===== src/rtl/alu_multicycle.sv =====
// Multi-cycle ALU: one-cycle arithmetic/logic ops, iterative one-bit-per-cycle shifts.
// Define ALU_BARREL_SHIFT_EN to replace the iterative shifter with a single-cycle barrel shifter.
module alu_multicycle #(
  parameter int WIDTH   = 32,
  parameter int SHAMT_W = 5
) (
  input  logic             clk,
  input  logic             rst,
  input  logic             in_valid,
  output logic             in_ready,
  input  logic [3:0]       alu_control,
  input  logic [WIDTH-1:0] a,
  input  logic [WIDTH-1:0] b,
  output logic             out_valid,
  input  logic             out_ready,
  output logic [WIDTH-1:0] result,
  output logic             zero,
  output logic             illegal
);

  localparam logic [3:0] OP_ADD  = 4'b0000;
  localparam logic [3:0] OP_SUB  = 4'b0001;
  localparam logic [3:0] OP_AND  = 4'b0010;
  localparam logic [3:0] OP_OR   = 4'b0011;
  localparam logic [3:0] OP_XOR  = 4'b0100;
  localparam logic [3:0] OP_SLT  = 4'b0101;
  localparam logic [3:0] OP_SLTU = 4'b0110;
  localparam logic [3:0] OP_SLL  = 4'b1000;
  localparam logic [3:0] OP_SRL  = 4'b1001;
  localparam logic [3:0] OP_SRA  = 4'b1010;

`ifdef ALU_BARREL_SHIFT_EN
  typedef enum logic [1:0] {
    IDLE = 2'd0,
    DONE = 2'd2
  } state_t;
`else
  typedef enum logic [1:0] {
    IDLE  = 2'd0,
    SHIFT = 2'd1,
    DONE  = 2'd2
  } state_t;
`endif

  state_t state_q, state_d;

  logic             in_ready_q, in_ready_d;
  logic             out_valid_q, out_valid_d;
  logic [WIDTH-1:0] result_q, result_d;
  logic             zero_q, zero_d;
  logic             illegal_q, illegal_d;

  logic               accept;
  logic [SHAMT_W-1:0] shamt;

  assign accept = in_valid && in_ready_q;
  assign shamt  = b[SHAMT_W-1:0];

  function automatic logic is_shift(input logic [3:0] code);
    return (code == OP_SLL) || (code == OP_SRL) || (code == OP_SRA);
  endfunction

  function automatic logic is_legal(input logic [3:0] code);
    return (code <= OP_SLTU) || is_shift(code);
  endfunction

  // Single-cycle result for every legal code handled outside the iterative shifter.
  function automatic logic [WIDTH-1:0] compute(input logic [3:0] code,
                                               input logic [WIDTH-1:0] op_a,
                                               input logic [WIDTH-1:0] op_b);
    logic [WIDTH-1:0] r;
    r = '0;
    case (code)
      OP_ADD:  r = op_a + op_b;
      OP_SUB:  r = op_a - op_b;
      OP_AND:  r = op_a & op_b;
      OP_OR:   r = op_a | op_b;
      OP_XOR:  r = op_a ^ op_b;
      OP_SLT:  r = {{(WIDTH-1){1'b0}}, ($signed(op_a) < $signed(op_b))};
      OP_SLTU: r = {{(WIDTH-1){1'b0}}, (op_a < op_b)};
`ifdef ALU_BARREL_SHIFT_EN
      OP_SLL:  r = op_a << op_b[SHAMT_W-1:0];
      OP_SRL:  r = op_a >> op_b[SHAMT_W-1:0];
      OP_SRA:  r = $signed(op_a) >>> op_b[SHAMT_W-1:0];
`endif
      default: r = '0;
    endcase
    return r;
  endfunction

`ifndef ALU_BARREL_SHIFT_EN
  logic [3:0]         code_q, code_d;
  logic [WIDTH-1:0]   shreg_q, shreg_d;
  logic [SHAMT_W-1:0] cnt_q, cnt_d;
  logic [WIDTH-1:0]   shift_step;

  // sra replicates the current MSB, which is always the original operand's sign bit.
  always_comb begin
    shift_step = shreg_q;
    case (code_q)
      OP_SLL:  shift_step = {shreg_q[WIDTH-2:0], 1'b0};
      OP_SRL:  shift_step = {1'b0, shreg_q[WIDTH-1:1]};
      OP_SRA:  shift_step = {shreg_q[WIDTH-1], shreg_q[WIDTH-1:1]};
      default: shift_step = shreg_q;
    endcase
  end
`endif

  // State register
  always_ff @(posedge clk or posedge rst) begin
    if (rst) begin
      state_q <= IDLE;
    end else begin
      state_q <= state_d;
    end
  end

  // Next-state logic
  always_comb begin
    state_d = state_q;
    case (state_q)
      IDLE: begin
        if (accept) begin
`ifdef ALU_BARREL_SHIFT_EN
          state_d = DONE;
`else
          if (is_shift(alu_control) && (shamt != '0)) begin
            state_d = SHIFT;
          end else begin
            state_d = DONE;
          end
`endif
        end
      end
`ifndef ALU_BARREL_SHIFT_EN
      SHIFT: begin
        if (cnt_q == SHAMT_W'(1)) begin
          state_d = DONE;
        end
      end
`endif
      DONE: begin
        if (out_ready) begin
          state_d = IDLE;
        end
      end
      default: state_d = IDLE;
    endcase
  end

  // Output logic: handshake flags are registered copies of the next-state decode.
  always_comb begin
    in_ready_d  = (state_d == IDLE);
    out_valid_d = (state_d == DONE);
  end

  always_ff @(posedge clk or posedge rst) begin
    if (rst) begin
      in_ready_q  <= 1'b1;
      out_valid_q <= 1'b0;
    end else begin
      in_ready_q  <= in_ready_d;
      out_valid_q <= out_valid_d;
    end
  end

  // Datapath: result/flags only change on the cycle that enters DONE.
  always_comb begin
    result_d  = result_q;
    zero_d    = zero_q;
    illegal_d = illegal_q;
`ifndef ALU_BARREL_SHIFT_EN
    code_d    = code_q;
    shreg_d   = shreg_q;
    cnt_d     = cnt_q;
`endif
    case (state_q)
      IDLE: begin
        if (accept) begin
`ifndef ALU_BARREL_SHIFT_EN
          code_d = alu_control;
          if (is_shift(alu_control)) begin
            shreg_d = a;
            cnt_d   = shamt;
            if (shamt == '0) begin
              result_d  = a;
              zero_d    = (a == '0);
              illegal_d = 1'b0;
            end
          end else
`endif
          begin
            result_d  = compute(alu_control, a, b);
            zero_d    = (compute(alu_control, a, b) == '0);
            illegal_d = !is_legal(alu_control);
          end
        end
      end
`ifndef ALU_BARREL_SHIFT_EN
      SHIFT: begin
        shreg_d = shift_step;
        cnt_d   = cnt_q - SHAMT_W'(1);
        if (cnt_q == SHAMT_W'(1)) begin
          result_d  = shift_step;
          zero_d    = (shift_step == '0);
          illegal_d = 1'b0;
        end
      end
`endif
      default: ;
    endcase
  end

  always_ff @(posedge clk or posedge rst) begin
    if (rst) begin
      result_q  <= '0;
      zero_q    <= 1'b0;
      illegal_q <= 1'b0;
`ifndef ALU_BARREL_SHIFT_EN
      code_q    <= '0;
      shreg_q   <= '0;
      cnt_q     <= '0;
`endif
    end else begin
      result_q  <= result_d;
      zero_q    <= zero_d;
      illegal_q <= illegal_d;
`ifndef ALU_BARREL_SHIFT_EN
      code_q    <= code_d;
      shreg_q   <= shreg_d;
      cnt_q     <= cnt_d;
`endif
    end
  end

  assign in_ready  = in_ready_q;
  assign out_valid = out_valid_q;
  assign result    = result_q;
  assign zero      = zero_q;
  assign illegal   = illegal_q;

endmodule


===== config.mk =====
export PLATFORM = sky130hd
export DESIGN_NAME = alu_multicycle
export DESIGN_NICKNAME = d
export VERILOG_FILES = /design/src/rtl/alu_multicycle.sv
export SDC_FILE = /design/constraint.sdc
export NUM_CORES = 1
export LEC_CHECK = 0
export CORE_ASPECT_RATIO = 0.6
export CORE_UTILIZATION = 45
export CTS_CLUSTER_SIZE = 12
export DETAILED_ROUTE_END_ITERATION = 8
export PLACE_DENSITY = 0.75
export SETUP_SLACK_MARGIN = 0.15
export SLEW_MARGIN = 25
export SYNTH_ARGS = -nofsm -noshare
export SYNTH_HDL_FRONTEND = slang
export SYNTH_SLANG_ARGS = --single-unit

===== constraint.sdc =====
create_clock -name clk -period 5 [get_ports clk]
set_clock_uncertainty 0.1 [all_clocks]
set_input_delay 1.5 -clock clk [delete_from_list [all_inputs] [get_ports clk]]
set_output_delay 1.5 -clock clk [all_outputs]
set_load 0.02 [all_outputs]

==> results.txt <==
The run finished, with violations left. The final reports fail on setup timing. Setup repair after global routing could not meet its margin everywhere. The setup violation total in the final timing report is 1. The initial cell density of the core is 46.89%. The placed wire-length estimate is about 38000 um. The maximum clock path buffer count is 2.

The worst setup path is captured at a flop. The sum of overflow across all layers after global routing is 0. The floorplan step defined a core boundary enclosing about 21000 um^2.

In this run the horizontal extent of the chip is slightly below 200 um. The synthesized netlist occupies a cell area of 10080 um^2. The sum of buffers and inverters on the critical path is 5. The part of the cycle the worst path needs is 109.1%. A synthesized cell averages between 7 and 8 um^2. The most frequent cell on the critical path is sky130_fd_sc_hd__or4_4. The via count of the first global-routing pass is roughly 12000. Synthesis inferred 79 register bits. The minimum clock period is roughly 5.5 ns. Along the worst path, the maximum fanout reaches 3.

The global-route wire length before repair came out at 72880 um. The row count came out at between 40 and 50. STA puts the critical path data arrival time at 5.60 ns. The number of max-cap violations is 0.

Synthesis instantiated 85 different standard cells from the library. The transition time at the pin with the least slew margin is about 0.86 ns. In this run the vertical extent of the chip is between 100 and 150 um. The largest stage delay on the critical path is 0.55 ns. The count of flip-flops with a built-in enable after synthesis is 0.

The post-route cell area came out at approximately 16000 um^2. Summed over all instances, the cell type with the most area after synthesis is sky130_fd_sc_hd__dfrtp_1. The sequential cell area fraction in the yosys report is approximately a fifth. The placer's final routability congestion estimate came out at about 1.1. The worst min-delay path class is flop to flop. 0 antenna diodes ended up in the layout. The number of warning messages in the yosys log is 0.

The layout net count came out at around 2000. The async set-or-reset flop fraction in the synthesized netlist is 100.0%. The mean number of vias per cell came out at 6.559.

Ranked by total cell area, the synthesized netlist is headed by sky130_fd_sc_hd__dfrtp_1 19%, sky130_fd_sc_hd__ha_1 14%, sky130_fd_sc_hd__nand2_1 6.1%. For this design, the slowest cell found on the critical path is sky130_fd_sc_hd__or4_4. The ratio of cells with drive above 1 in the final layout is 34.03%. The root buffer cell chosen for the clock tree is sky130_fd_sc_hd__clkbuf_16. The number of levels the H-tree was split into is 3.

The instance area after placement is ~14000 um^2. The total wire length after detailed routing is approximately 50000 um. The leading register cell type out of synthesis is sky130_fd_sc_hd__dfrtp_1. The signal on the critical path passes through buf_6 > buf_8 > inv_12 > ha_4 > fa_2 > or2_4 > a2111o_1 > buf_4 > buf_4 > a21oi_2 > o32ai_1 > nor2_1 > a31oi_1 > or3_1 > or4_4 > or4_4 > or4_4 > o41ai_2. The port buffer count came out at 107.

STA classifies the critical path startpoint as a primary input. The pin count of the biggest net entering global routing came out at between 70 and 80. The power per standard cell area came out at about 340 nW/um^2. The area growth from synthesis to layout is 55.10%. The number of fillers in the final layout came out at between 1500 and 2000. The initial antenna violation count was 0.

Across all setup checks in the final design, the least slack found is -0.4569 ns. The routed length per instance is ~24 um. Clock tree synthesis found a total of slightly below 80 sinks. The hold violation count in the final report is 0. For this run, the detailed router's first-pass iteration total came to 9. The data required time at the worst endpoint came out at about 5.2 ns. The count of pins on the block boundary is 108. The number of nets with antenna violations after detailed routing came out at 0.

Broken down by cell family, the worst path's largest delay share belongs to simple AND/OR/NAND/NOR gates. The worst voltage drop across the vdd grid is around 0.43 mV. The clock reaches the later pin of the worst-skew pair after roughly 0.35 ns. Synthesis produced a netlist with a net count of approximately 1600. The global router's overall resource usage came out at a little over 40%.

The portion of synthesized cell area occupied by the leading cell type came out at around a fifth. The via count is approximately 14000. The static power due to leakage came out at 7.280 nW. The die area came out at roughly 23000 um^2. The final number of max-transition violations is 0. The critical path is of the primary input to flop type. The number of standard cells after synthesis is roughly 1400. The highest achievable clock rate is between 150 and 200 MHz. Clock tree synthesis inserted a total of 9 buffers. The violation count after the first detailed-routing iteration came out at 2272. The total DRC errors in the routed layout came out at 0. The worst slew slack as a fraction of its limit came out at 42.33%. After clock tree synthesis, the clock-pin slew on the worst setup and hold paths is roughly 0.06 ns. Summing internal, switching and leakage power gives 5.292 mW. TritonCTS built the clock tree.
==> area by class of cell <==
cell class	count	area [um^2]	share of cell area, %
clock buffer	9	225.2	1.441
tap	279	349.1	2.233
multi-input combinational	1092	8324	53.25
inverter	101	395.4	2.529
timing repair buffer	522	4280	27.38
clock inverter	7	78.83	0.5043
sequential	79	1978	12.66
==> state kept, by name, summed over array words and instances (netlist names) <==
name,flops
result,32
shreg_q,32
cnt_q,5
code_q,4
state_q,2
illegal,1
in_ready,1
out_valid,1
zero,1
==> cell usage after synthesis, drive strengths merged (7+ instances only) <==
| master | number |
|---|---|
| o21ai | 56 |
| a32oi | 9 |
| a21oi | 122 |
| a21o | 38 |
| dfrtp | 78 |
| a211o | 7 |
| inv | 101 |
| mux2 | 7 |
| a211oi | 45 |
| nand3 | 32 |
| and2 | 11 |
| and3 | 17 |
| o211ai | 16 |
| o2111ai | 9 |
| nand4 | 14 |
| o31ai | 32 |
| nor4 | 23 |
| clkbuf | 70 |
| a221o | 12 |
| or4 | 9 |
| or3 | 7 |
| nand2b | 11 |
| nor2 | 89 |
| nor3 | 32 |
| o221ai | 8 |
| nand2 | 164 |
| buf | 22 |
| a2111oi | 10 |
| nor2b | 14 |
| a221oi | 18 |
| a22oi | 22 |
| o21bai | 7 |
| ha | 115 |
| a31oi | 41 |
==> layer usage <==
metal | track usage [%] | wire [um] | up-vias
met5 | 1.961 | 104 | -
met4 | 8.022 | 1247 | 2
met3 | 14.87 | 7486 | 128
met2 | 55.51 | 19910 | 1092
met1 | 60.97 | 21320 | 6485
li1 | - | - | 5995
==> per-stage QoR <==
stage / util, % / hold WS (ns) / setup TNS [ns] / cells / setup WS (ns)
2_1_floorplan: - / 0.3716 / -0.3836 / 1364 / -0.3836
5_1_grt: 72.72 / 0.3989 / -0.5679 / 2089 / -0.5679
3_3_place_gp: 65.52 / 0.3597 / -10.08 / 2040 / -1.505
6_report: 72.72 / 0.3724 / -0.4569 / 2089 / -0.4569
4_1_cts: 68.70 / 0.3795 / -0.7042 / 2064 / -0.7042
3_5_place_dp: 65.52 / 0.3659 / -11.26 / 2040 / -1.486
==> cells in the final DEF (no fill, tap or decap), drive strengths merged, types with 8 or more instances in the layout <==
cell type      count
a221o             12
nor3              32
inv              103
o21ai             56
nor2b             14
nand2b            11
and2              11
nor4              23
a221oi            18
a22oi             22
o211ai            16
a21oi            122
a32oi              9
o2111ai            9
or4                9
nand3             32
and3              17
ha               115
clkbuf            11
nor2              89
a31oi             41
a21o              38
a211oi            45
buf              418
o221ai             8
a2111oi           10
dlymetal6s2s      19
clkdlybuf4s50     77
o31ai             32
nand2            164
nand4             14
dfrtp             78
==> repair_timing <==
item                                    in CTS  in global routing
pin swaps                                   22                 71
cloned                                       0                  0
buffers inserted                             8                 25
hold buffers                                 0                  0
gates resized for setup                     84                162
endpoints found under the setup margin      18                 17
==> cell families (layout without fill, tap and decap cells) <==
| group | after synthesis | after routing | synth area share [%] |
|---|---|---|---|
| simple gates | 446 | 446 | 21.23 |
| mux | 13 | 13 | 1.378 |
| fa+ha+maj | 117 | 117 | 14.67 |
| xor+xnor | 3 | 3 | 0.2608 |
| compound gates | 513 | 513 | 35.56 |
| flops | 79 | 79 | 19.63 |
| buf+inv | 193 | 639 | 7.275 |
==> power breakdown <==
part | internal (mW) | switching (mW) | total [mW] | leakage, nW
sequential | 0.957 | 0.416 | 1.37 | 0.942
clock | 0.393 | 0.303 | 0.696 | 0.151
combinational | 1.39 | 1.83 | 3.22 | 6.19
==> path summary, 6_finish.rpt <==
path                                  from         end  slack (ns)  cells past startpoint
max in group asynchronous              rst    in_ready        2.75                      3
min in group asynchronous              rst  result[28]        1.29                      2
worst min register to register  result[21]  result[21]        0.37                      1
worst min-delay path            result[21]  result[21]        0.37                      1
worst max-delay path                  a[0]        zero       -0.46                     18
worst max register to register   code_q[2]        zero        0.31                     11
(Power assumes the default switching activity.)
